**src/rtl/serial_key_decoder_if.sv**
```systemverilog
// rtl/serial_key_decoder_if.sv - received byte, timing tick and key handshake bundle
interface serial_key_decoder_if;
  logic [7:0] rx_dat;
  logic       rx_stb;
  logic       tick;
  logic [7:0] key_dat;
  logic       key_rdy;
  logic       key_ack;
  logic       key_ovf;

  modport master (
    output rx_dat, rx_stb, tick, key_ack,
    input  key_dat, key_rdy, key_ovf
  );

  modport slave (
    input  rx_dat, rx_stb, tick, key_ack,
    output key_dat, key_rdy, key_ovf
  );
endinterface

```
**src/rtl/serial_key_decoder.sv**
```systemverilog
// rtl/serial_key_decoder.sv - serial byte stream to keystroke decoder with key FIFO
module serial_key_decoder #(
  parameter int         DEPTH       = 4,
  parameter logic [7:0] ESC_TIMEOUT = 8'd40,
  parameter int         CSI_MAX     = 8
) (
  input  logic                 clk,
  input  logic                 rst,
  serial_key_decoder_if.slave  bus
);
  localparam int            AW      = $clog2(DEPTH);
  localparam int            CW      = AW + 1;
  localparam logic [CW-1:0] FULL    = CW'(DEPTH);
  localparam logic [7:0]    CSI_LIM = 8'(CSI_MAX);

  // SS3 reuses the CSI state; ss3_q tells the two apart
  typedef enum logic [1:0] {
    S_IDLE = 2'd0,
    S_ESC  = 2'd1,
    S_CSI  = 2'd2
  } state_t;

  state_t         state_q;
  logic           ss3_q;
  logic [7:0]     tmo_q;
  logic [7:0]     len_q;
  logic [7:0]     len_inc;

  logic           push_v;
  logic [7:0]     push_key;
  logic           is_arrow;
  logic [7:0]     arrow_key;

  logic [7:0]     mem_q [DEPTH];
  logic [AW-1:0]  wr_ptr_q;
  logic [AW-1:0]  rd_ptr_q;
  logic [CW-1:0]  cnt_q;
  logic           ovf_q;
  logic           pop;
  logic           push_ok;

  wire [7:0] rx = bus.rx_dat;

  // 'A'..'D' map to 0x80..0x83: low two bits minus one give the arrow index
  assign is_arrow  = (rx >= 8'h41) && (rx <= 8'h44);
  assign arrow_key = {6'b100000, rx[1:0] - 2'd1};
  assign len_inc   = len_q + 8'd1;

  // Key to push this cycle: byte mapping in IDLE, ESC flush, or arrow final
  always_comb begin
    push_v   = 1'b0;
    push_key = 8'h00;
    if (bus.rx_stb) begin
      case (state_q)
        S_IDLE: begin
          if ((rx >= 8'h20) && (rx <= 8'h7E)) begin
            push_v   = 1'b1;
            push_key = rx;
          end else if (rx == 8'h0D) begin
            push_v   = 1'b1;
            push_key = 8'h0D;
          end else if ((rx == 8'h08) || (rx == 8'h7F)) begin
            push_v   = 1'b1;
            push_key = 8'h08;
          end
        end
        S_ESC: begin
          if ((rx != 8'h5B) && (rx != 8'h4F)) begin
            push_v   = 1'b1;
            push_key = 8'h1B;
          end
        end
        S_CSI: begin
          if (is_arrow) begin
            push_v   = 1'b1;
            push_key = arrow_key;
          end
        end
        default: ;
      endcase
    end else if ((state_q == S_ESC) && (tmo_q == 8'd0)) begin
      push_v   = 1'b1;
      push_key = 8'h1B;
    end
  end

  // Escape-sequence parser; a received byte always wins over the tick
  always_ff @(posedge clk) begin
    if (rst) begin
      state_q <= S_IDLE;
      ss3_q   <= 1'b0;
      tmo_q   <= 8'd0;
      len_q   <= 8'd0;
    end else begin
      case (state_q)
        S_IDLE: begin
          if (bus.rx_stb && (rx == 8'h1B)) begin
            state_q <= S_ESC;
            tmo_q   <= ESC_TIMEOUT;
          end
        end
        S_ESC: begin
          if (bus.rx_stb) begin
            tmo_q <= 8'd0;
            if (rx == 8'h5B) begin
              state_q <= S_CSI;
              ss3_q   <= 1'b0;
              len_q   <= 8'd0;
            end else if (rx == 8'h4F) begin
              state_q <= S_CSI;
              ss3_q   <= 1'b1;
            end else begin
              state_q <= S_IDLE;
            end
          end else if (tmo_q == 8'd0) begin
            state_q <= S_IDLE;
          end else if (bus.tick) begin
            tmo_q <= tmo_q - 8'd1;
          end
        end
        S_CSI: begin
          if (bus.rx_stb) begin
            if (!ss3_q && (rx >= 8'h20) && (rx <= 8'h3F)) begin
              if (len_inc > CSI_LIM) begin
                state_q <= S_IDLE;
                len_q   <= 8'd0;
              end else begin
                len_q <= len_inc;
              end
            end else begin
              state_q <= S_IDLE;
              ss3_q   <= 1'b0;
              len_q   <= 8'd0;
            end
          end
        end
        default: state_q <= S_IDLE;
      endcase
    end
  end

  // A pop frees a slot in the same cycle, so a full FIFO still accepts push+pop
  assign pop     = bus.key_ack && (cnt_q != '0);
  assign push_ok = push_v && ((cnt_q != FULL) || pop);

  // Key FIFO storage, pointers, occupancy and sticky overflow
  always_ff @(posedge clk) begin
    if (rst) begin
      wr_ptr_q <= '0;
      rd_ptr_q <= '0;
      cnt_q    <= '0;
      ovf_q    <= 1'b0;
    end else begin
      if (push_ok) begin
        mem_q[wr_ptr_q] <= push_key;
        wr_ptr_q        <= wr_ptr_q + AW'(1);
      end
      if (pop) begin
        rd_ptr_q <= rd_ptr_q + AW'(1);
      end
      if (push_ok && !pop) begin
        cnt_q <= cnt_q + CW'(1);
      end else if (!push_ok && pop) begin
        cnt_q <= cnt_q - CW'(1);
      end
      if (push_v && !push_ok) begin
        ovf_q <= 1'b1;
      end
    end
  end

  assign bus.key_rdy = (cnt_q != '0);
  assign bus.key_dat = (cnt_q != '0) ? mem_q[rd_ptr_q] : 8'h00;
  assign bus.key_ovf = ovf_q;
endmodule
```
**src/flat_wrapper.sv**
```systemverilog
// flat-port wrapper written by rule: the top's interface ports become plain ports
module serial_key_decoder_flat 
#(
  parameter int         DEPTH       = 4,
  parameter logic [7:0] ESC_TIMEOUT = 8'd40,
  parameter int         CSI_MAX     = 8
)
  (clk, rst, bus_rx_dat, bus_rx_stb, bus_tick, bus_key_ack, bus_key_dat, bus_key_rdy, bus_key_ovf);
  serial_key_decoder_if bus_i ();
  input  logic clk;
  input  logic rst;
  input wire logic [$bits(bus_i.rx_dat)-1:0] bus_rx_dat;
  input wire logic [$bits(bus_i.rx_stb)-1:0] bus_rx_stb;
  input wire logic [$bits(bus_i.tick)-1:0] bus_tick;
  input wire logic [$bits(bus_i.key_ack)-1:0] bus_key_ack;
  output wire logic [$bits(bus_i.key_dat)-1:0] bus_key_dat;
  output wire logic [$bits(bus_i.key_rdy)-1:0] bus_key_rdy;
  output wire logic [$bits(bus_i.key_ovf)-1:0] bus_key_ovf;
  assign bus_i.rx_dat = bus_rx_dat;
  assign bus_i.rx_stb = bus_rx_stb;
  assign bus_i.tick = bus_tick;
  assign bus_i.key_ack = bus_key_ack;
  assign bus_key_dat = bus_i.key_dat;
  assign bus_key_rdy = bus_i.key_rdy;
  assign bus_key_ovf = bus_i.key_ovf;
  serial_key_decoder #(.DEPTH(DEPTH), .ESC_TIMEOUT(ESC_TIMEOUT), .CSI_MAX(CSI_MAX)) u_core (.clk(clk), .rst(rst), .bus(bus_i));
endmodule
```
**config.mk**
```make
export PLATFORM = sky130hd
export DESIGN_NAME = serial_key_decoder_flat
export DESIGN_NICKNAME = d
export VERILOG_FILES = /design/src/rtl/serial_key_decoder_if.sv /design/src/rtl/serial_key_decoder.sv /design/src/flat_wrapper.sv
export SDC_FILE = /design/constraint.sdc
export NUM_CORES = 1
export LEC_CHECK = 0
export BUFFER_PORTS_ARGS = -buffer_cell sky130_fd_sc_hd__buf_2
export CORE_MARGIN = 2
export CORE_UTILIZATION = 40
export DETAILED_ROUTE_END_ITERATION = 8
export PLACE_DENSITY_LB_ADDON = 0.1
export SETUP_SLACK_MARGIN = 0.3
export SKIP_CTS_REPAIR_TIMING = 1
export SLEW_MARGIN = 20
export SYNTH_ARGS = -nofsm -noshare
export SYNTH_HDL_FRONTEND = slang
export SYNTH_SLANG_ARGS = --single-unit
```
**constraint.sdc**
```tcl
create_clock -name clk -period 4.4 [get_ports clk]
set_input_delay 0.44 -clock clk [delete_from_list [all_inputs] [get_ports clk]]
set_output_delay 0.44 -clock clk [all_outputs]
set_load 0.02 [all_outputs]
```
==> out/results.txt <==
Slew HR: 38.2%
FF+latch count, synth: 61
Final ANT Viol Nets: 0
Fillers: 750
maximum buffer depth of the clock tree: 2
Leak Pwr: 1.42 nW
startpoint types: flop
I/O Buffers: 22
kind of critical path: reg -> reg
count leader, synth: edfxtp_1
initial antenna violation count: 0
clock-pin slew on the worst setup and hold paths: 0.06 ns
first-pass GRT wire length: 11.4 mm
DIE WIDTH: 94.1 µm
Via Count: 2,398
DRC: 0
Synth Warn #: 0
Pre-antenna DRT Iters: 4
WP data arrival: 3.52 ns
Mapped Nets: 336
Cell variety after synth: 54
Sink Count: 61
Max Slew Vio Count: 0
Yosys top cell by area: edfxtp_1
# placed instances: 421
final period demand of the worst path: 3.27 ns
worst skew pair latency: 0.33 ns
Final period util: 74.2%
Synth top area share: 29.6%
total power: 1.50 mW
Max VDD drop: 0.164 mV
via density per instance: 5.49
H-tree levels: 3
fin cells: 437
CTS tree: done
Final Hold Viols: 0
die span in y: 94.1 µm
total global routing track utilization: 16.8%
pin count of the biggest net entering global routing: 31
Area Overhead vs Synth: 12.8%
grt ovf: 0
CTS Buf Count: 9
I/O pins: 23
clock skew: 0.0123 ns
synthesized area: 3250 µm²
Worst EP required: 4.66 ns
Initial DRC Count: 91
P per Cell Area: 409 nW/µm²
Row Count: 32
number of enable flip-flop cells after synthesis: 32
Starting Density: 41.6%
max incr delay on CP: 0.44 ns
worst min-delay path class: reg -> reg
RD Place Congestion: 0.759
antenna fix cells: 0
DP Wirelength: 4.77 mm
Die Footprint: 8850 µm²
Worst path slowest cell: a31oi_1
vias in the first global route: 2,307
maxcap violations: 0
main flop type after synthesis: edfxtp_1
register area: 1540 µm²
Synth Instances: 305
top cells by count, synth: edfxtp_1 (32), dfxtp_1 (29), nor2_1 (27), inv_1 (19)
Seq/Total Area, Yosys: 47.5%
RSZ-0062 raised after global routing: false
Final #Nets: 361
CTS root buf: clkbuf_8
Buf+Inv Stages, Crit Path: 3
worst-margin pin slew: 0.919 ns
most used cell, CP: inv_1
setup_tns: 0 ns
Setup Viol. Count Final: 0
Synth async-reset ratio: 0%
ranking of synthesized cells by area: edfxtp_1 (30%), dfxtp_1 (18%), ha_1 (6.6%)
wire per inst: 15.6 µm
Top Family by Delay on Critical Path: compound AO/OA/AOI/OAI gates
area occupied by multi-input gates: 1580 µm²
core area: 7810 µm²
Cell Chain, Critical Path: ha_1 -> inv_1 -> a31oi_1 -> o2bb2ai_1 -> o31ai_4 -> inv_1 -> ha_1 -> inv_1 -> fa_1 -> xor2_1 -> or3_1 -> a21oi_1
share of cells above drive strength 1: 16.4%
WHS: 0.472 ns
fmax: 306 MHz
CP Capture Type: flop
syn_area_per_cell: 10.6 µm²
Crit Path Max Fanout: 11
drt total wl: 6.84 mm
status: finished, final reports clean
## area by class of cell
cell class,instances,area share (%)
Clock buffer,16,5.50
Timing Repair Buffer,26,3.83
Sequential cell,61,42.1
Multi-Input combinational cell,213,43.2
Tap cell,102,3.48
Inverter,19,1.95
## worst reg2reg max path, stage by stage (launching register included)
cell	delay [ns]
dfxtp_1	0.40
ha_1	0.39
inv_1	0.19
a31oi_1	0.44
o2bb2ai_1	0.27
o31ai_4	0.16
inv_1	0.08
ha_1	0.17
inv_1	0.06
fa_1	0.43
xor2_1	0.17
or3_1	0.30
a21oi_1	0.14
## power by group
group / internal [mW] / leakage [nW] / switching, mW
Combinational: 0.146 / 0.783 / 0.189
Clock: 0.286 / 0.102 / 0.213
Sequential: 0.624 / 0.537 / 0.0373
Total: 1.06 / 1.42 / 0.440
## layer usage
metal	share of wire, %	track usage [%]	vias to the layer above
li1	-	-	1169
met1	46	21.4	1156
met2	49	27.6	58
met3	3.4	3.21	15
met4	1.9	7.73	0
met5	0	0	-
## stage by stage
stage | worst slack [ns] | cell area [µm²] | utilization (%)
2_1_floorplan | 1.49 | 3250 | -
3_3_place_gp | 1.19 | 3460 | 44.3
3_5_place_dp | 1.11 | 3460 | 44.3
4_1_cts | 1.17 | 3660 | 46.9
5_1_grt | 0.972 | 3660 | 46.9
6_report | 1.13 | 3660 | 46.9
## worst paths after layout
check                                                     start                              end  slack (ns)  cells past startpoint
worst min-delay path            u_core.bus.key_ovf$_SDFFE_PP0P_  u_core.bus.key_ovf$_SDFFE_PP0P_        0.47                      2
worst max register to register   u_core.state_q[0]$_SDFFE_PP0P_     u_core.cnt_q[2]$_SDFFE_PP0P_        1.13                     12
worst min register to register  u_core.bus.key_ovf$_SDFFE_PP0P_  u_core.bus.key_ovf$_SDFFE_PP0P_        0.47                      2
worst max-delay path             u_core.state_q[0]$_SDFFE_PP0P_     u_core.cnt_q[2]$_SDFFE_PP0P_        1.13                     12
## logic make-up (layout without fill, tap and decap cells)
family	Yosys count	in the layout	synth area share, %
buf+inv	31	61	3.82
simple gates	121	121	20.9
compound gates	52	52	11.1
flops	61	61	47.5
fa+ha+maj	18	18	7.17
mux	12	12	6.78
xor+xnor	10	10	2.70
## sequential cells by signal (all words and copies together), names as in the netlist, named ones only
| signal | cells |
|---|---|
| u_core.tmo_q | 8 |
| u_core.ss3_q | 1 |
| u_core.cnt_q | 3 |
| u_core.mem_q | 32 |
| u_core.rd_ptr_q | 2 |
| u_core.bus.key_ovf | 1 |
| u_core.wr_ptr_q | 2 |
| u_core.state_q | 2 |
| u_core.len_q | 8 |
## layout by cell type (no fill, tap or decap), types with 8 or more instances in the layout
cell	synthesis	final
a21oi_1	12	12
and2_1	12	12
buf_2	2	22
clkbuf_8	0	12
dfxtp_1	29	29
edfxtp_1	32	32
ha_1	17	17
inv_1	19	19
mux4_2	8	8
nand2_1	17	17
nand3_1	10	10
nor2_1	27	27
nor3_1	10	10
nor3b_1	8	8
o21ai_0	13	13
xor2_1	8	8
(Power assumes the default switching activity.)
